==> src/rtl/uart_rx_fifo.sv <==
// UART receiver with a first-word-fall-through receive FIFO.
// Frames are start + DATA_WIDTH data bits (LSB first) + stop. Defining the
// macro UART_RX_PARITY_EN adds one even-parity bit between data and stop.
// A good frame is pushed into the FIFO at the stop-bit sample; a bad stop or
// parity bit produces a one-cycle rx_frame_err pulse instead, and a good frame
// arriving while the FIFO is full (with no pop that cycle) produces a
// one-cycle rx_overflow pulse.
module uart_rx_fifo #(
  parameter int CLK_FREQUENCE = 50_000_000,
  parameter int BAUD_RATE     = 9600,
  parameter int DATA_WIDTH    = 8,
  parameter int FIFO_DEPTH    = 16
) (
  input  logic                  clk_in,
  input  logic                  rst_n,
  input  logic                  rx,
  input  logic                  rx_rdy,
  output logic [DATA_WIDTH-1:0] rx_data_out,
  output logic                  rx_data_vld,
  output logic                  rx_frame_err,
  output logic                  rx_overflow
);

  localparam int BIT_CYC  = CLK_FREQUENCE / BAUD_RATE;
  localparam int HALF_CYC = (BIT_CYC / 2 > 0) ? BIT_CYC / 2 : 1;
  localparam int CNT_W    = (BIT_CYC > 1) ? $clog2(BIT_CYC) : 1;
  localparam int BIT_W    = $clog2(DATA_WIDTH + 1);
  localparam int ADDR_W   = $clog2(FIFO_DEPTH);
  localparam int OCC_W    = ADDR_W + 1;

  localparam logic [CNT_W-1:0] FULL_LAST = CNT_W'(BIT_CYC - 1);
  localparam logic [CNT_W-1:0] HALF_LAST = CNT_W'(HALF_CYC - 1);
  localparam logic [BIT_W-1:0] LAST_BIT  = BIT_W'(DATA_WIDTH - 1);
  localparam logic [OCC_W-1:0] DEPTH_OCC = OCC_W'(FIFO_DEPTH);

  typedef enum logic [2:0] {
    IDLE   = 3'd0,
    START  = 3'd1,
    DATA   = 3'd2,
`ifdef UART_RX_PARITY_EN
    PARITY = 3'd3,
`endif
    STOP   = 3'd4
  } state_t;

  state_t state;
  state_t next_state;

  logic                  rx_meta;
  logic                  rx_sync;
  logic                  rx_prev;
  logic [1:0]            sync_fill;
  logic                  armed;

  logic [CNT_W-1:0]      baud_cnt;
  logic [BIT_W-1:0]      bit_cnt;
  logic [DATA_WIDTH-1:0] shift_reg;

  logic                  cnt_clr;
  logic                  shift_en;
  logic                  push_req;
  logic                  frame_bad;
  logic                  frame_ok;

`ifdef UART_RX_PARITY_EN
  logic                  par_sample;
  logic                  par_err;
`endif

  logic [DATA_WIDTH-1:0] mem [FIFO_DEPTH];
  logic [ADDR_W-1:0]     wr_ptr;
  logic [ADDR_W-1:0]     rd_ptr;
  logic [OCC_W-1:0]      count;
  logic [DATA_WIDTH-1:0] last_word;
  logic                  full;
  logic                  pop;
  logic                  wr_en;
  logic                  drop;

  // Two-flop synchronizer plus edge-detect history. Start edges are only
  // accepted once the line has been seen high with real (post-reset) samples.
  always_ff @(posedge clk_in or negedge rst_n) begin
    if (!rst_n) begin
      rx_meta   <= 1'b1;
      rx_sync   <= 1'b1;
      rx_prev   <= 1'b1;
      sync_fill <= 2'b00;
      armed     <= 1'b0;
    end else begin
      rx_meta   <= rx;
      rx_sync   <= rx_meta;
      rx_prev   <= rx_sync;
      sync_fill <= {sync_fill[0], 1'b1};
      if (sync_fill[1] && rx_sync) begin
        armed <= 1'b1;
      end
    end
  end

  // Receiver state register.
  always_ff @(posedge clk_in or negedge rst_n) begin
    if (!rst_n) begin
      state <= IDLE;
    end else begin
      state <= next_state;
    end
  end

`ifdef UART_RX_PARITY_EN
  assign frame_ok = rx_sync && !par_err;
`else
  assign frame_ok = rx_sync;
`endif

  // Next-state logic and per-cycle control strobes for the datapath.
  always_comb begin
    next_state = state;
    cnt_clr    = 1'b0;
    shift_en   = 1'b0;
    push_req   = 1'b0;
    frame_bad  = 1'b0;
`ifdef UART_RX_PARITY_EN
    par_sample = 1'b0;
`endif
    case (state)
      IDLE: begin
        cnt_clr = 1'b1;
        if (armed && rx_prev && !rx_sync) begin
          next_state = START;
        end
      end
      START: begin
        if (baud_cnt == HALF_LAST) begin
          cnt_clr    = 1'b1;
          next_state = rx_sync ? IDLE : DATA;
        end
      end
      DATA: begin
        if (baud_cnt == FULL_LAST) begin
          cnt_clr  = 1'b1;
          shift_en = 1'b1;
          if (bit_cnt == LAST_BIT) begin
`ifdef UART_RX_PARITY_EN
            next_state = PARITY;
`else
            next_state = STOP;
`endif
          end
        end
      end
`ifdef UART_RX_PARITY_EN
      PARITY: begin
        if (baud_cnt == FULL_LAST) begin
          cnt_clr    = 1'b1;
          par_sample = 1'b1;
          next_state = STOP;
        end
      end
`endif
      STOP: begin
        if (baud_cnt == FULL_LAST) begin
          cnt_clr    = 1'b1;
          next_state = IDLE;
          if (frame_ok) begin
            push_req = 1'b1;
          end else begin
            frame_bad = 1'b1;
          end
        end
      end
      default: begin
        next_state = IDLE;
      end
    endcase
  end

  // Baud counter, data bit counter and LSB-first shift register.
  always_ff @(posedge clk_in or negedge rst_n) begin
    if (!rst_n) begin
      baud_cnt  <= '0;
      bit_cnt   <= '0;
      shift_reg <= '0;
    end else begin
      baud_cnt <= cnt_clr ? '0 : baud_cnt + 1'b1;
      if (state != DATA) begin
        bit_cnt <= '0;
      end else if (shift_en) begin
        bit_cnt <= bit_cnt + 1'b1;
      end
      if (shift_en) begin
        shift_reg <= {rx_sync, shift_reg[DATA_WIDTH-1:1]};
      end
    end
  end

`ifdef UART_RX_PARITY_EN
  // Even-parity check: data bits plus the parity bit must hold an even count of ones.
  always_ff @(posedge clk_in or negedge rst_n) begin
    if (!rst_n) begin
      par_err <= 1'b0;
    end else if (state == START) begin
      par_err <= 1'b0;
    end else if (par_sample) begin
      par_err <= ^{shift_reg, rx_sync};
    end
  end
`endif

  assign rx_data_vld = (count != '0);
  assign full        = (count == DEPTH_OCC);
  assign pop         = rx_data_vld && rx_rdy;
  assign wr_en       = push_req && (!full || pop);
  assign drop        = push_req && full && !pop;
  assign rx_data_out = rx_data_vld ? mem[rd_ptr] : last_word;

  // FIFO storage; a write while full is only allowed when the head leaves in the same cycle.
  always_ff @(posedge clk_in) begin
    if (wr_en) begin
      mem[wr_ptr] <= shift_reg;
    end
  end

  // FIFO pointers, occupancy, and the word shown on the output while empty.
  always_ff @(posedge clk_in or negedge rst_n) begin
    if (!rst_n) begin
      wr_ptr    <= '0;
      rd_ptr    <= '0;
      count     <= '0;
      last_word <= '0;
    end else begin
      if (wr_en) begin
        wr_ptr <= wr_ptr + 1'b1;
      end
      if (pop) begin
        rd_ptr    <= rd_ptr + 1'b1;
        last_word <= mem[rd_ptr];
      end
      case ({wr_en, pop})
        2'b10:   count <= count + 1'b1;
        2'b01:   count <= count - 1'b1;
        default: count <= count;
      endcase
    end
  end

  // One-cycle status pulses for rejected and dropped frames.
  always_ff @(posedge clk_in or negedge rst_n) begin
    if (!rst_n) begin
      rx_frame_err <= 1'b0;
      rx_overflow  <= 1'b0;
    end else begin
      rx_frame_err <= frame_bad;
      rx_overflow  <= drop;
    end
  end

endmodule
==> config.mk <==
export PLATFORM = sky130hd
export DESIGN_NAME = uart_rx_fifo
export DESIGN_NICKNAME = d
export VERILOG_FILES = /design/src/rtl/uart_rx_fifo.sv
export SDC_FILE = /design/constraint.sdc
export NUM_CORES = 1
export LEC_CHECK = 0
export ABC_AREA = 1
export BUFFER_PORTS_ARGS = -buffer_cell sky130_fd_sc_hd__buf_4
export CORE_MARGIN = 4
export CORE_UTILIZATION = 60
export DETAILED_ROUTE_END_ITERATION = 12
export GPL_TIMING_DRIVEN = 0
export PLACE_DENSITY = 0.77
export SLEW_MARGIN = 20
export SYNTH_ARGS = -nofsm -noshare
export SYNTH_HDL_FRONTEND = slang
export SYNTH_SLANG_ARGS = --single-unit
==> constraint.sdc <==
create_clock -name clk_in -period 2.5 [get_ports clk_in]
set_clock_uncertainty 0.1 [all_clocks]
set_input_delay 0.5 -clock clk_in [delete_from_list [all_inputs] [get_ports clk_in]]
set_output_delay 0.5 -clock clk_in [all_outputs]
set_load 0.05 [all_outputs]
==> metrics.md <==
| Metric | Value |
|---|---|
| Run status | complete, but fails checks |
| Failing checks | setup timing |
| Simple-gate share of the synthesized area | 0.1293 |
| Worst path required time | 1.90 ns |
| Global-route wire length before repair | 28.70 mm |
| Power density of the placed cells | 1119 nW/um2 |
| Hold WS | 0.02045 ns |
| Later-pin clock latency in the skew report | 0.44 ns |
| Async S/R FF share, synth | 0.3081 |
| Max reg flops | 128 |
| Mapped Area | 7904 um2 |
| Register area share after synthesis | 0.6672 |
| Initial cell density of the core | 0.6188 |
| Post-layout utilization of the core | 0.7603 |
| Non-Filler Instances | 889 |
| FF-to-FF path depth | 11 |
| Row Count | 41 |
| DRC Markers | 0 |
| Nets | 717 |
| Synth Area in Adders | 0.01425 |
| DP Wirelength | 11.31 mm |
| Kind of critical path | reg -> out |
| PnR Total Power | 0.01087 W |
| Worst Path Max Fanout | 10 |
| Synth Area in XOR/XNOR | 0.01219 |
| CTS Buf Count | 17 |
| Post-route clock period utilization | 1.162 |
| Hold Crit Class | in -> async |
| Slew margin rel. | 0.4800 |
| Cts hold-fix bufs | 0 |
| Slew @ Worst Pin | 0.7800 ns |
| Die H | 122.8 um |
| Critical Path End Type | primary output |
| Gr ovfl total | 0 |
| CTS sink count | 185 |
| Worst EP arrival | 2.30 ns |
| Die footprint | 15070 um2 |
| Core ar. | 12770 um2 |
| Pre-CTS setup slack | -0.3265 ns |
| Drt first-iter violations | 768 |
| Clock tree buffer depth | 2 |
| H-Tree Level Count | 4 |
| Largest net degree at the start of global routing | 58 |
| Achievable clock frequency | 344.3 MHz |
| Final hold violation count | 0 |
| Dpl cells | 838 |
| Reg-to-reg slack, setup | 0.01 ns |
| Final setup viols | 8 |
| Fillers | 694 |
| Routability-driven placement congestion ratio | 0.9263 |
| Worst path slowest cell | dfrtp_2 |
| Seq cells post-synth | 185 |
| Final worst setup slack | -0.4043 ns |
| Final WL | 20.16 mm |
| CP peak stage delay | 0.45 ns |
| Predominant post-synthesis flop cell | edfxtp_1 |
| RSZ-0062 raised after global routing | yes |
| Vias in the first global route | 5352 |
| CTS tree | built |
| Distinct cells, synth | 47 |
| PortBufs | 14 |
| Post-synth EDFFs | 128 |
| Wire length per cell | 22.68 um |
| Number of max-cap violations | 0 |
| Die Span X | 122.8 um |
| Worst vdd ir | 0.0005601 V |
| Post-route ant nets | 0 |
| Initial antenna violation count | 0 |
| Synthesized area per cell | 12.12 um2 |
| Startpoint Class | flop |
| Cells after Synth | 652 |
| Largest Register | mem |
| IO Pins | 15 |
| Cells along the critical path | inv_2 > buf_6 > buf_8 > nor2_2 > o32ai_4 > o211ai_1 > nand2_2 > nand2_2 > o21ai_2 > buf_6 |
| Syn nets | 665 |
| Top flop regs | mem (128), baud_cnt (13) |
| Fin. max-slew vios | 0 |
| Yosys warns | 0 |
| Multiplexer area fraction after synthesis | 0.04417 |
| Combinational family with the most area after synthesis | simple AND/OR/NAND/NOR gates |
| GRT Total Usage | 0.2602 |
| LEAKAGE | 3.983 nW |
| Period minus WS final | 2.904 ns |
| DR pass1 iterations | 6 |
| Clock root cell | clkbuf_16 |
| Vias/cell | 6.323 |
| Area delta synth->final | 22.87% |
| Layout cells sized above 1 | 0.2887 |
| Vias | 5621 |
| Clock transition at path regs | 0.07 ns |
| Synth Area in Compound Gates | 0.08992 |
| N_diodes | 0 |
cell families after synthesis:
group	Yosys count
flops	185
buf+inv	80
simple gates	218
xor+xnor	11
mux	34
other cells	1
fa+ha+maj	9
compound gates	114
timing repair:
action,in CTS,in global routing
pin swaps,14,32
cloned,2,2
gates resized for setup,118,79
endpoints found under the setup margin,136,138
buffers inserted,2,15
power breakdown:
group	internal, W	switching [W]	total (W)
combinational	0.00174	0.00293	0.00467
sequential	0.00342	0.000185	0.00361
clock	0.00139	0.00120	0.00259
final timing paths:
| kind | from | end |
|---|---|---|
| worst min-delay path | rst_n | baud_cnt[10] |
| worst max register to register | baud_cnt[1] | mem[7][5] |
| min in group clk_in | rx | rx_meta |
| max in group asynchronous | rst_n | rd_ptr[0] |
| worst max-delay path | rd_ptr[0] | rx_data_out[6] |
| worst min register to register | rx_meta | frame_ok |
cells in the mapped netlist, types with 4 or more instances:
cell type,n,share of area
ha_1,9,0.014
nor3_1,10,0.0063
nand3_1,27,0.017
nand2_2,6,0.0047
buf_2,6,0.0038
a21oi_1,7,0.0044
clkbuf_1,14,0.0066
xor2_1,9,0.010
o221ai_1,25,0.028
o21ai_0,61,0.039
nand4_1,9,0.0071
inv_2,6,0.0028
edfxtp_1,128,0.49
buf_4,4,0.0038
inv_1,43,0.020
mux2_2,7,0.010
nor2_1,79,0.038
nand2_1,69,0.033
o211ai_1,7,0.0066
dfrtp_1,54,0.17
mux2i_1,27,0.034
critical path, delay by kind of cell, from the launching register on:
kind            cells  cell delay [ns]
buf+inv             4             0.54
compound gates      3             0.49
flops               1             0.45
simple gates        3             0.39
routing by layer:
layer,track usage,vias to the layer above,share of wire
li1,-,2441,-
met1,0.3416,2758,0.38
met2,0.4110,344,0.48
met5,0,-,0
met3,0.06175,78,0.085
met4,0.1260,0,0.054
cell usage in the layout, fill, tap and decap left out, drive strengths merged, types with 2 or more instances in the layout:
master,Yosys,routed
xnor2,2,2
clkinv,2,4
a21oi,7,7
nand4,10,10
buf,13,47
nor2,83,83
o221ai,25,25
a31oi,2,2
clkbuf,15,31
edfxtp,128,128
nand3,31,31
o22ai,3,3
dfstp,3,3
nor4,2,2
clkinvlp,0,6
dfrtp,54,54
inv,50,56
nor3,10,10
xor2,9,9
mux2,7,7
o21ai,63,63
nor3b,3,3
o211ai,7,7
ha,9,9
nand2,78,78
o32ai,3,3
mux2i,27,27
layout make-up:
| cell class | count | area [um2] | share of cell area |
|---|---|---|---|
| Sequential cell | 185 | 5275 | 0.5432 |
| Multi-Input combinational cell | 387 | 2806 | 0.2890 |
| Clock buffer | 17 | 425.4 | 0.04380 |
| Timing Repair Buffer | 34 | 362.8 | 0.03736 |
| Buffer | 27 | 281.5 | 0.02899 |
| Tap cell | 172 | 215.2 | 0.02216 |
| Inverter | 52 | 203.9 | 0.02100 |
| Clock inverter | 15 | 141.4 | 0.01456 |
stage by stage:
stage                     instance area (um2)  setup TNS, ns
after floorplan                          7908        -0.6870
after global placement                   8228         -22.21
after detailed placement                 8228         -28.62
after CTS                                9274         -2.360
after global routing                     9712         -11.23
final                                    9712         -2.562
No activity file was read; power rests on OpenSTA's default activity.
